**config.mk**
```make
export PLATFORM = sky130hd
export DESIGN_NAME = lifo_stack
export DESIGN_NICKNAME = d
export VERILOG_FILES = /design/src/rtl/lifo_stack.sv
export SDC_FILE = /design/constraint.sdc
export NUM_CORES = 1
export LEC_CHECK = 0
export BUFFER_PORTS_ARGS = -buffer_cell sky130_fd_sc_hd__buf_2
export CAP_MARGIN = 20
export CORE_UTILIZATION = 35
export CTS_BUF_LIST = sky130_fd_sc_hd__clkbuf_16
export CTS_CLUSTER_SIZE = 14
export DETAILED_ROUTE_END_ITERATION = 8
export GPL_TIMING_DRIVEN = 1
export SYNTH_ARGS = -nofsm -noshare
export SYNTH_HDL_FRONTEND = slang
export SYNTH_SLANG_ARGS = --single-unit
```
**constraint.sdc**
```tcl
create_clock -name clk -period 3.42 [get_ports clk]
set_input_delay 0.684 -clock clk [delete_from_list [all_inputs] [get_ports clk]]
set_output_delay 0.684 -clock clk [all_outputs]
set_load 0.02 [all_outputs]
```
**src/rtl/lifo_stack.sv**
```systemverilog
// Synchronous LIFO stack (operator stack of the infix-to-postfix converter) with a combinational top peek.
// Optional macro STACK_EMPTY_X_EN: peek drives all-X instead of all-zero while empty.
module lifo_stack #(
  parameter int WIDTH = 3,
  parameter int DEPTH = 20,
  localparam int CW = $clog2(DEPTH + 1)
) (
  input  logic             clk,
  input  logic             rst_n,
  input  logic             push_stb_i,
  input  logic [WIDTH-1:0] push_dat_i,
  input  logic             pop_stb_i,
  output logic [WIDTH-1:0] pop_dat_o,
  output logic             empty_o,
  output logic             full_o,
  output logic [CW-1:0]    count_o,
  output logic             overflow_o,
  output logic             underflow_o
);

  logic [WIDTH-1:0] mem_q [DEPTH];
  logic [WIDTH-1:0] mem_d [DEPTH];
  logic [CW-1:0]    count_q, count_d;
  logic             ovf_q, ovf_d;
  logic             unf_q, unf_d;

  logic             empty;
  logic             full;
  logic [CW-1:0]    top_idx;
  logic [WIDTH-1:0] top_dat;

  assign empty   = (count_q == '0);
  assign full    = (count_q == CW'(DEPTH));
  assign top_idx = count_q - CW'(1);

  // Mux the top entry; top_idx wraps when empty, which the empty override masks.
  always_comb begin
    top_dat = '0;
    for (int i = 0; i < DEPTH; i++) begin
      if (top_idx == CW'(i)) top_dat = mem_q[i];
    end
  end

`ifdef STACK_EMPTY_X_EN
  assign pop_dat_o = empty ? {WIDTH{1'bx}} : top_dat;
`else
  assign pop_dat_o = empty ? '0 : top_dat;
`endif

  assign empty_o     = empty;
  assign full_o      = full;
  assign count_o     = count_q;
  assign overflow_o  = ovf_q;
  assign underflow_o = unf_q;

  always_comb begin
    mem_d   = mem_q;
    count_d = count_q;
    ovf_d   = 1'b0;
    unf_d   = 1'b0;
    unique case ({push_stb_i, pop_stb_i})
      2'b10: begin
        if (full) begin
          ovf_d = 1'b1;
        end else begin
          for (int i = 0; i < DEPTH; i++) begin
            if (count_q == CW'(i)) mem_d[i] = push_dat_i;
          end
          count_d = count_q + CW'(1);
        end
      end
      2'b01: begin
        if (empty) unf_d = 1'b1;
        else       count_d = count_q - CW'(1);
      end
      2'b11: begin
        // Simultaneous push/pop replaces the top; on an empty stack it degrades to a push.
        if (empty) begin
          mem_d[0] = push_dat_i;
          count_d  = CW'(1);
        end else begin
          for (int i = 0; i < DEPTH; i++) begin
            if (top_idx == CW'(i)) mem_d[i] = push_dat_i;
          end
        end
      end
      default: ;
    endcase
  end

  always_ff @(posedge clk or negedge rst_n) begin
    if (!rst_n) begin
      for (int i = 0; i < DEPTH; i++) mem_q[i] <= '0;
      count_q <= '0;
      ovf_q   <= 1'b0;
      unf_q   <= 1'b0;
    end else begin
      mem_q   <= mem_d;
      count_q <= count_d;
      ovf_q   <= ovf_d;
      unf_q   <= unf_d;
    end
  end

endmodule

```
Word level (Yosys, flattened, before mapping)
Cells that the tools add are included.
{ "totals": {"inputBits": 7, "out_inout_bits": 12, "wordCells": 209, "regBits": 67} }
{ "op_classes": {"n_eq_ne": 86, "n_addsub": 2, "n_mux": 73, "n_reduce_logical": 25} }
{ "ops": {"columns": ["operator", "n"], "rows": [
  ["2-to-1 mux 3 bit", 62],
  ["one-hot mux 60 bit (2 select lines)", 1],
  ["AND reduction 5 bit", 19],
  ["inequality test 2 bit (second input constant)", 43],
  ["== test 5 x 4 -> 1 bit (second input constant)", 16],
  ["2-to-1 mux 60 bit", 1],
  ["2-to-1 mux 57 bit", 1],
  ["== test 5 bit (second input constant)", 9],
  ["== test 5 x 3 -> 1 bit (second input constant)", 8],
  ["== test 5 x 2 -> 1 bit (second input constant)", 4],
  ["2-to-1 mux 5 bit", 3],
  ["one-hot mux 5 bit (3 select lines)", 1],
  ["== test 5 x 1 -> 1 bit (second input constant)", 2],
  ["logical NOT 5 bit", 2],
  ["AND reduction 4 bit", 2],
  ["adder 5 x 1 -> 5 bit (second input constant)", 1],
  ["subtractor 5 x 1 -> 5 bit (second input constant)", 1],
  ["== test 2 bit (second input constant)", 2],
  ["2-to-1 mux 1 bit", 4],
  ["inequality test 3 bit (second input constant)", 1],
  ["nonzero test 3 bit", 1],
  ["== test 2 x 1 -> 1 bit (second input constant)", 1],
  ["nonzero test 2 bit", 1]
]} }

Longest topological paths before layout
Gate-level depths: netlist of the first run.
{ "depth": {"ltp_word": 23, "mapped_depth": 12} }

Worst setup path after synthesis of the first run
No wires, ideal clock.
{ "synth_timing": {"kind": "register -> output", "from": "reg count_q[0] (netlist: count_o[0])", "to": "out pop_dat_o[2]", "slack_ps": 128, "arrival_time_ps": 2608, "path_stages_with_launch": 11, "cell_sequence": "dfrtp_1 -> inv_1 -> ha_1 -> buf_4 -> nor3b_4 -> nand2_1 -> o22a_1 -> a31oi_1 -> a31oi_1 -> a221o_1 -> a31oi_1"} }
{ "synth_between": {"elab_chain_cells": 23, "elab_cells_between_ends": 43, "classes_between": "add/sub: 1; eq/ne: 19; mux: 21; reduce/logical: 2"} }
{ "synth_lines": {"columns": ["element", "line_no", "source"], "rows": [
  ["from (decl)", "23", "logic [CW-1:0] count_q, count_d;"],
  ["from (signal assigned)", "99", "count_q <= count_d;"],
  ["subtractor 5 x 1 -> 5 bit", "34", "assign top_idx = count_q - CW'(1);"],
  ["logical NOT 5 bit", "40", "if (top_idx == CW'(i)) top_dat = mem_q[i];"],
  ["2-to-1 mux 3 bit (20 in a row)", "40", null],
  ["2-to-1 mux 3 bit *", "47", "assign pop_dat_o = empty ? '0 : top_dat;"],
  ["to (decl)", "13", "output logic [WIDTH-1:0] pop_dat_o,"]
]} }
Every way passes the cells marked *; elsewhere a longest branch is shown, timed or not.

Worst setup path after layout of the first run
{ "layout_timing": {"from": "reg count_q[1] (netlist: count_o[1])", "to": "out pop_dat_o[0]"} }
The elaborated chain is that of the path after synthesis.

==> summary.md, run 1 <==
| Metric | Value |
|---|---|
| Vias/cell | 5.80 |
| Final min period | between 3 and 4 ns |
| Die X | 114 um |
| DRT Pass-1 Iters | 5 |
| Status | completed |
| CORE AREA | 12100 um2 |
| GRT Residual Overflow | 0 |
| Top cells by count, synth | 67 x dfrtp_1, 64 x nand2_1, 37 x mux2_1 |
| Fin crit share | a little over nine tenths |
| Met2 usage | 32.5% |
| Post-Route Utilization | a little over two fifths |
| Antenna-violating nets left | 0 |
| Mux share of post-synthesis cell area | 15.4% |
| Synth area leaders | dfrtp_1 38%, mux2_1 9.5%, nand2_1 5.5% |
| Met1 usage | 30.5% |
| Setup crit end kind | output port |
| Total clock sinks | 67 |
| Iteration-0 DRC Markers | 371 |
| Synth Net Count | 477 |
| Vias post-DR | 3844 |
| DP HPWL | about 9500 um |
| Residual DRC count | 0 |
| First-pass GRT wire length | 21500 um |
| Top-count cell post-synth | dfrtp_1 |
| GRT Util Overall | 21.7% |
| Setup TNS | 0 ns |
| Crit path required time | 2.74 ns |
| Simple-Gate Fraction of Synth Area | 15.6% |
| Die ar. | 12900 um2 |
| Final setup viols | 0 |
| # nets final | 505 |
| Met3 Track Usage GR | 4.94% |
| Seq/Total Area, Yosys | 38.3% |
| Largest fanout on the critical path | 6 |
| FP Rows | 40 |
| Tightest Pin Transition | 0.812 ns |
| Synth Area per Inst | 9.44 um2 |
| GRT busiest layer | met2 |
| Worst r2r dst | mem_q[22] |
| CTS tree | yes |
| Crit path DAT | 2.63 ns |
| WL/cell | 20.4 um |
| RSZ-0062 raised after global routing | yes |
| Synth Flop Type | dfrtp_1 |
| Final GP Congestion | approximately 1.0 |
| Initial antenna violation count | 0 |
| CTS Buf Count | 9 |
| Syn Std Cell Area | roughly 4400 um2 |
| Worst Reg2Reg Path Length in Cells | 10 |
| HP Class | in2async |
| Post-synth EDFFs | 0 |
| Post-route setup slack | 0.110 ns |
| Final hold vios | 0 |
| Max-slew headroom | a little under half |
| Layout cells sized above 1 | 26.9% |
| CTS max path bufs | 2 |
| Critical R2R Launch | count_o[1] |
| Synthesis-to-layout area growth | 17.9% |
| Async S/R FF share, synth | 100% |
| Pwr dens | 1050 nW/um2 |
| Die H | 114 um |
| Compound-cell area share of the yosys netlist | between 20 and 25% |
| Startpoint types | flip-flop |
| FMAX | 302 MHz |
| Vias in the first global route | between 3000 and 4000 |
| Max-slew violations | 0 |
| Post-synthesis register bit count | 67 |
| # port buffers | 18 |
| Leak | 2.05 nW |
| Initial Util | between 30% and 40% |
| Post-CTS Hold Buffers | 0 |
| Multi-input gate area | roughly 2600 um2 |
| Synth unique cells | 70 |
| Worst vdd ir | about 360 uV |
| Fillers | 1221 |
| Post-placement worst setup slack | ~0.30 ns |
| YS warnings | 0 |
| Routed WL | 13500 um |
| Syn Inst Count | 463 |
| H-tree lvl count | 3 |
| Reg clk slew, reported paths | roughly 0.050 ns |
| Clock skew | 0.00572 ns |
| Register-to-register setup slack | 0.51 ns |
| Largest net degree at the start of global routing | 68 |
| # diodes | 0 |
| Largest family of logic cells by synthesized area | compound AO/OA/AOI/OAI gates |
| Clk root buf | clkbuf_16 |
| Post-synth top area share | 38.3% |
| Synthesized-area fraction occupied by adder cells | 2.00% |
| Post-synth top area cell | dfrtp_1 |
| Post-Synth XOR/XNOR Area | 0.372% |
| Clk Latency, worst-skew pair | roughly 0.33 ns |
| CP Class | reg2out |
| Top Ports | 19 |
| FF/Latch Area | between 1500 and 2000 um2 |
| Max cap viols | 0 |
## routing by layer
metal	vias up	wire length, um
met1	1887	6260
met5	-	0
met3	34	898
met4	0	372
li1	1755	-
met2	168	5970
## layout by cell type, fill, tap and decap left out, types with 5 or more instances in the layout
master     instances
mux2_1            37
nand4_1            5
a31oi_2            8
mux2_2            17
o22ai_1            8
nand3_1           14
nor2_1            23
a31oi_1            9
nand2_1           61
inv_1             14
dfrtp_1           67
nand2_2            5
buf_2             16
o21ai_0           33
nand2b_1           5
buf_4             30
buf_6              5
a21oi_1           20
o21ai_1            6
clkbuf_16          9
## logic make-up after synthesis
kind of cell,count (synthesis)
and+or+nand+nor,141
AOI/OAI and AO/OA,136
DFF,67
muxes,59
buffers and inverters,52
adders and majority gates,7
xor gates and xnor gates,1
## registers in the layout, summed over array words and instances, names as in the netlist
| name | count |
|---|---|
| count_o | 5 |
| mem_q | 60 |
| overflow_o | 1 |
| underflow_o | 1 |
## cell type report
| cell class | instances | share of cell area (%) |
|---|---|---|
| flip-flops and latches | 67 | 32.5 |
| repair buffers | 52 | 7.40 |
| well taps | 168 | 4.08 |
| multi-input cells | 345 | 49.9 |
| clock buffers | 9 | 4.37 |
| inverters | 16 | 1.17 |
| clock inverters | 6 | 0.534 |
## worst max-delay path by stage
stage / from / endpoint / slack, ns / cells after the start
after global placement: count_o[0] / pop_dat_o[0] / 0.35 / 10
after floorplan: count_o[0] / pop_dat_o[2] / 0.13 / 10
after CTS: count_o[0] / pop_dat_o[0] / -0.006 / 10
after detailed placement: count_o[0] / pop_dat_o[2] / 0.30 / 11
after global routing: count_o[0] / pop_dat_o[0] / -0.02 / 9
final: count_o[1] / pop_dat_o[0] / 0.11 / 9
## what timing repair did
action / in CTS / in global routing
cloned: 0 / 1
endpoints found under the setup margin: 3 / 3
pin swaps: 1 / 9
resized for setup: 3 / 32
setup buffers: 1 / 5
## power by group
part           total, W  leakage (nW)  internal [W]  switching, W
registers       0.00134         0.806       0.00112      0.000216
clock network  0.000794         0.133      0.000473      0.000321
logic           0.00330          1.11       0.00131       0.00199
## critical path, stage by stage (launching register included)
cell	delay, ns
dfrtp_1	0.38
inv_2	0.12
ha_2	0.28
nor2b_1	0.42
buf_4	0.22
a31oi_1	0.11
o31ai_2	0.30
a31oi_1	0.10
o211ai_1	0.20
buf_4	0.17
## stage by stage
| stage | instances | power, W | hold slack, ns | area, um2 |
|---|---|---|---|---|
| global route | 663 | 0.00577 | 0.398 | 5150 |
| finish | 663 | 0.00543 | 0.333 | 5150 |
| global placement | 641 | 0.00422 | 0.471 | 4710 |
| floorplan | 463 | 0.00327 | 0.388 | 4370 |
| detailed placement | 641 | 0.00423 | 0.477 | 4710 |
| CTS | 657 | 0.00507 | 0.386 | 4980 |
Power figures use the tool's default switching activity.
==> run 2: changes to the inputs <==
SLEW_MARGIN = 30   (was default)
clock period = 3.8 ns   (was 3.42 ns; I/O delays follow)
==> run 2 against run 1 <==
Compared with the run above: register-to-register slack better by 0.21 ns; largest power group unchanged; critical endpoint is now pop_dat_o[2]; clock-buffer cell count stayed put; largest cell class unchanged; design area is 4.5% lower.
==> summary.md, run 2 (synthesis gave the netlist of run 1 again) <==
| Metric | Value |
|---|---|
| FP Rows | 40 |
| FMAX | 272 MHz |
| CORE AREA | 12100 um2 |
| WL/cell | approximately 20 um |
| # port buffers | 18 |
| Most common cell after layout, fill and taps aside | dfrtp_1 |
| Pwr dens | 920 nW/um2 |
| Iteration-0 DRC Markers | 382 |
| Crit path DAT | 2.92 ns |
| Worst vdd ir | 310 uV |
| # diodes | 0 |
| Setup crit end kind | output port |
| Final setup viols | 0 |
| Total clock sinks | 67 |
| Pwr Total | 0.00453 W |
| Vias/cell | 5.89 |
| Die H | between 100 and 150 um |
| Clk Latency, worst-skew pair | 0.33 ns |
| Vias post-DR | roughly 3800 |
| Final hold vios | 0 |
| Tightest Pin Transition | 0.801 ns |
| Top Ports | 19 |
| Max cap viols | 0 |
| Clk root buf | clkbuf_16 |
| Final min period | 3.68 ns |
| Final GP Congestion | 0.937 |
| GRT Residual Overflow | 0 |
| Max reg flops | 60 |
| Clock skew | 0.00334 ns |
| Top reg by flops | mem_q |
| Largest fanout on the critical path | 7 |
| # nets final | 491 |
| Die X | ~110 um |
| Leak | 1.95 nW |
| Initial antenna violation count | 0 |
| Vias in the first global route | 3741 |
| Status | completed |
| Antenna-violating nets left | 0 |
| Hold_ws | 0.485 ns |
| Startpoint types | flip-flop |
| Synthesis-to-layout area growth | 12.5% |
| CP Class | reg2out |
| CTS tree | yes |
| DP HPWL | between 9000 and 10000 um |
| Crit path required time | 3.04 ns |
| Layout cells sized above 1 | 22.3% |
| HP Class | reg2reg |
| CTS Buf Count | 9 |
| H-tree lvl count | 3 |
| Residual DRC count | 0 |
| DRT Pass-1 Iters | 5 |
| Routed WL | 12800 um |
| First-pass GRT wire length | approximately 21000 um |
| Reg clk slew, reported paths | 0.05 ns |
| Most frequent cells in the layout | 67 x dfrtp_1, 64 x nand2_1, 37 x mux2_1 |
| Largest net degree at the start of global routing | 36 |
| Fin crit share | between 90% and 100% |
| Initial Util | 36.1% |
| Max-slew headroom | 46.6% |
| Post-route setup slack | about 0.12 ns |
| GRT Util Overall | 21.1% |
| Post-placement worst setup slack | 0.436 ns |
| CTS max path bufs | 2 |
| Die ar. | between 10000 and 15000 um2 |
| Max-slew violations | 0 |
| Fillers | 1217 |
-- run 2: power by group --
part	switching (W)	internal [W]
combinational	0.00161	0.000970
clock	0.000290	0.000426
sequential	0.000221	0.00101
total	0.00212	0.00240
-- run 2: layer usage --
layer / up-vias / share of wire [%] / track usage, %
met4: 0 / 2.5 / 7.10
met2: 238 / 43 / 31.4
met5: - / 0 / 0
met1: 1823 / 45 / 29.8
met3: 35 / 9.1 / 5.26
li1: 1718 / - / -
-- run 2: area by class of cell --
| class | count | area, um2 | share of cell area, % |
|---|---|---|---|
| Tap cell | 168 | 210 | 4.27 |
| Sequential cell | 67 | 1680 | 34.1 |
| Multi-Input combinational cell | 344 | 2470 | 50.2 |
| Inverter | 16 | 63.8 | 1.30 |
| Clock buffer | 9 | 225 | 4.58 |
| Timing Repair Buffer | 39 | 248 | 5.03 |
| Clock inverter | 5 | 25.0 | 0.509 |
-- run 2: path summary, 6_finish.rpt --
check                           startpoint           end  slack, ns  cells past startpoint
max in group asynchronous            rst_n     mem_q[28]       2.37                      2
worst max register to register  count_o[4]     mem_q[44]       0.72                     10
worst min-delay path             mem_q[40]     mem_q[40]       0.48                      1
worst max-delay path            count_o[0]  pop_dat_o[2]       0.12                     11
worst min register to register   mem_q[40]     mem_q[40]       0.48                      1
min in group asynchronous            rst_n   underflow_o       0.51                      1
-- run 2: critical path: stages, from the launching register on --
cell     delay, ns
dfrtp_1       0.37
inv_1         0.15
ha_1          0.20
nor3b_4       0.18
buf_4         0.19
nand2_1       0.10
o22a_1        0.34
a31oi_2       0.21
a31oi_1       0.07
a221o_1       0.30
a31oi_1       0.25
buf_2         0.21
-- run 2: metrics by stage --
| stage | utilization, % | setup TNS, ns | instances | cell area, um2 |
|---|---|---|---|---|
| after floorplan | - | 0 | 463 | 4370 |
| after global placement | 38.3 | 0 | 633 | 4640 |
| after detailed placement | 38.3 | 0 | 633 | 4640 |
| after CTS | 40.4 | 0 | 647 | 4890 |
| after global routing | 40.6 | -0.00374 | 648 | 4920 |
| final | 40.6 | 0 | 648 | 4920 |
-- run 2: what timing repair did --
item,CTS,global route
resized for setup,0,6
hold buffers,0,0
buffers inserted,0,1
setup endpoints to repair,0,3
==> run 3: changes to the inputs <==
CORE_UTILIZATION = 55   (was 35)
PLACE_DENSITY = 0.72   (was default)
==> run 3 against run 2 <==
Compared with the run above: setup slack improved by 0.018 ns; clock-buffer cell count did not move; first-iteration DRC count fell by 17%; sequential power barely moved; register-to-register slack improved by 0.20 ns; die area fell by 36%; final cell count fell by 10%; sequential share of layout area rose by 0.51 points; sequential cell count did not move; total power rose by 1.2%; hold slack got worse by 0.00091 ns; critical path type unchanged.
==> summary.md, run 3 (synthesis gave the netlist of run 1 again) <==
| Metric | Value |
|---|---|
| Status | completed |
| Vias in the first global route | roughly 3700 |
| Initial Util | between 50% and 60% |
| Die ar. | around 8300 um2 |
| Max cap viols | 0 |
| Worst Hold Launch | mem_q[31] |
| Iteration-0 DRC Markers | 318 |
| Final min period | approximately 3.7 ns |
| Die X | 91.2 um |
| Setup TNS | 0 ns |
| Largest fanout on the critical path | 17 |
| Critical path's most frequent cell | a31oi_1 |
| DP HPWL | 8590 um |
| Clock skew | around 0.0067 ns |
| H-tree lvl count | 3 |
| Crit path required time | ~3.0 ns |
| CP cell instances | inv_2, ha_1, buf_4, nor3b_4, a31oi_1, o22a_1, a31oi_2, a31oi_1, a221o_1, a31oi_1, buf_2 |
| Total clock sinks | 67 |
| FMAX | 273 MHz |
| Critical R2R Launch | count_o[1] |
| Top Ports | 19 |
| # port buffers | 18 |
| Initial antenna violation count | 0 |
| Final GP Congestion | roughly 1 |
| CTS max path bufs | 2 |
| Post-CTS Hold Buffers | 0 |
| Clk Latency, worst-skew pair | 0.33 ns |
| Reg clk slew, reported paths | 0.05 ns |
| Layout cells sized above 1 | 22.5% |
| GRT Util Overall | 32.0% |
| GRT Residual Overflow | 0 |
| Vias post-DR | 3799 |
| HP Class | reg2reg |
| First-pass GRT wire length | 20500 um |
| Hold_ws | about 0.48 ns |
| Startpoint types | flip-flop |
| Largest net degree at the start of global routing | 36 |
| FP Rows | 32 |
| Sw frac | a little under half |
| Max-slew headroom | 49.1% |
| Die H | 91.2 um |
| Pwr dens | 943 nW/um2 |
| Critical path origin | count_o[1] |
| Clk pwr share | 17.2% |
| Crit-path slowest cell | dfrtp_2 |
| Psw | 0.00211 W |
| Max-slew violations | 0 |
| DRT Pass-1 Iters | 5 |
| Final hold vios | 0 |
| Antenna-violating nets left | 0 |
| Final Non-Filler Cells | 581 |
| CTS Buf Count | 9 |
| Final setup viols | 0 |
| Clk root buf | clkbuf_16 |
| Top reg by flops | mem_q |
| Int Pwr | 0.00247 W |
| CP Class | reg2out |
| # diodes | 0 |
| # nets final | 490 |
| CORE AREA | 7730 um2 |
| Fin crit share | a little over nine tenths |
| Slowest stage delay, CP | between 0.4 and 0.5 ns |
| Post-Route Utilization | between 60% and 70% |
| Leak | slightly below 2 nW |
| Crit path DAT | 2.90 ns |
| Sequential power share | 27.1% |
| Comb pwr share | 55.8% |
| Routed WL | 12400 um |
| Fillers | roughly 650 |
| Most frequent cells in the layout | 65 x dfrtp_1, 64 x nand2_1, 37 x mux2_1 |
| Max reg flops | 60 |
| Worst vdd ir | 416 uV |
| RSZ-0062 raised after global routing | no |
| Residual DRC count | 0 |
| Placed instance count | 567 |
| Register-to-register setup slack | 0.92 ns |
| Tightest Pin Transition | approximately 0.76 ns |
| Setup crit end kind | output port |
| CTS tree | yes |
| WL/cell | 21.4 um |
| Most common cell after layout, fill and taps aside | dfrtp_1 |
| Synthesis-to-layout area growth | 11.0% |
| Vias/cell | between 6 and 7 |
[run 3: per-stage QoR]
stage,setup slack (ns),power (W),instance area (um2)
after global routing,0.0187,0.00484,4860
after CTS,0.0339,0.00450,4830
after global placement,0.466,0.00367,4560
final,0.143,0.00458,4860
after floorplan,0.432,0.00295,4370
after detailed placement,0.356,0.00369,4560
[run 3: worst max-delay path: cells and delay by family, from the launching register on]
family | cells | cell delay [ns]
fa+ha+maj | 1 | 0.20
simple gates | 1 | 0.26
buf+inv | 3 | 0.49
compound gates | 6 | 1.17
flops | 1 | 0.45
[run 3: worst paths after layout]
kind                                 to  depth (start not counted)
setup / recovery           pop_dat_o[2]                         11
hold / removal                mem_q[31]                          1
setup reg to reg              mem_q[34]                         11
hold reg to reg               mem_q[31]                          1
max in group asynchronous    count_o[1]                          2
min in group asynchronous    count_o[0]                          1
[run 3: repair_timing]
item	in CTS	in global routing
resized for setup	1	8
pin swaps	0	0
setup buffers	0	0
endpoints found under the setup margin	1	3
[run 3: metal layers]
layer / share of wire, % / routed length, um / vias to the layer above / GRT usage, %
li1: - / - / 1713 / -
met1: 45 / 5610 / 1878 / 45.0
met2: 46 / 5750 / 175 / 49.1
met3: 6.4 / 799 / 33 / 5.70
met4: 2.2 / 277 / 0 / 12.4
met5: 0 / 0 / - / 0
[run 3: power groups by stage]
stage               clock network [W]  registers (W)  logic [W]
CTS                          0.000798        0.00123    0.00248
finish                       0.000786        0.00124    0.00255
floorplan                           0        0.00119    0.00176
detailed placement                  0        0.00124    0.00246
global route                 0.000825        0.00127    0.00274
global placement                    0        0.00123    0.00245
[run 3: cell type report]
type                       instances  area [um2]  area share [%]
multi-input combinational        344        2480            51.0
sequential                        67        1680            34.6
timing repair buffer              38         240            4.95
clock buffer                       9         225            4.64
tap                              102         128            2.63
inverter                          16        60.1            1.24
clock inverter                     5        47.5           0.979
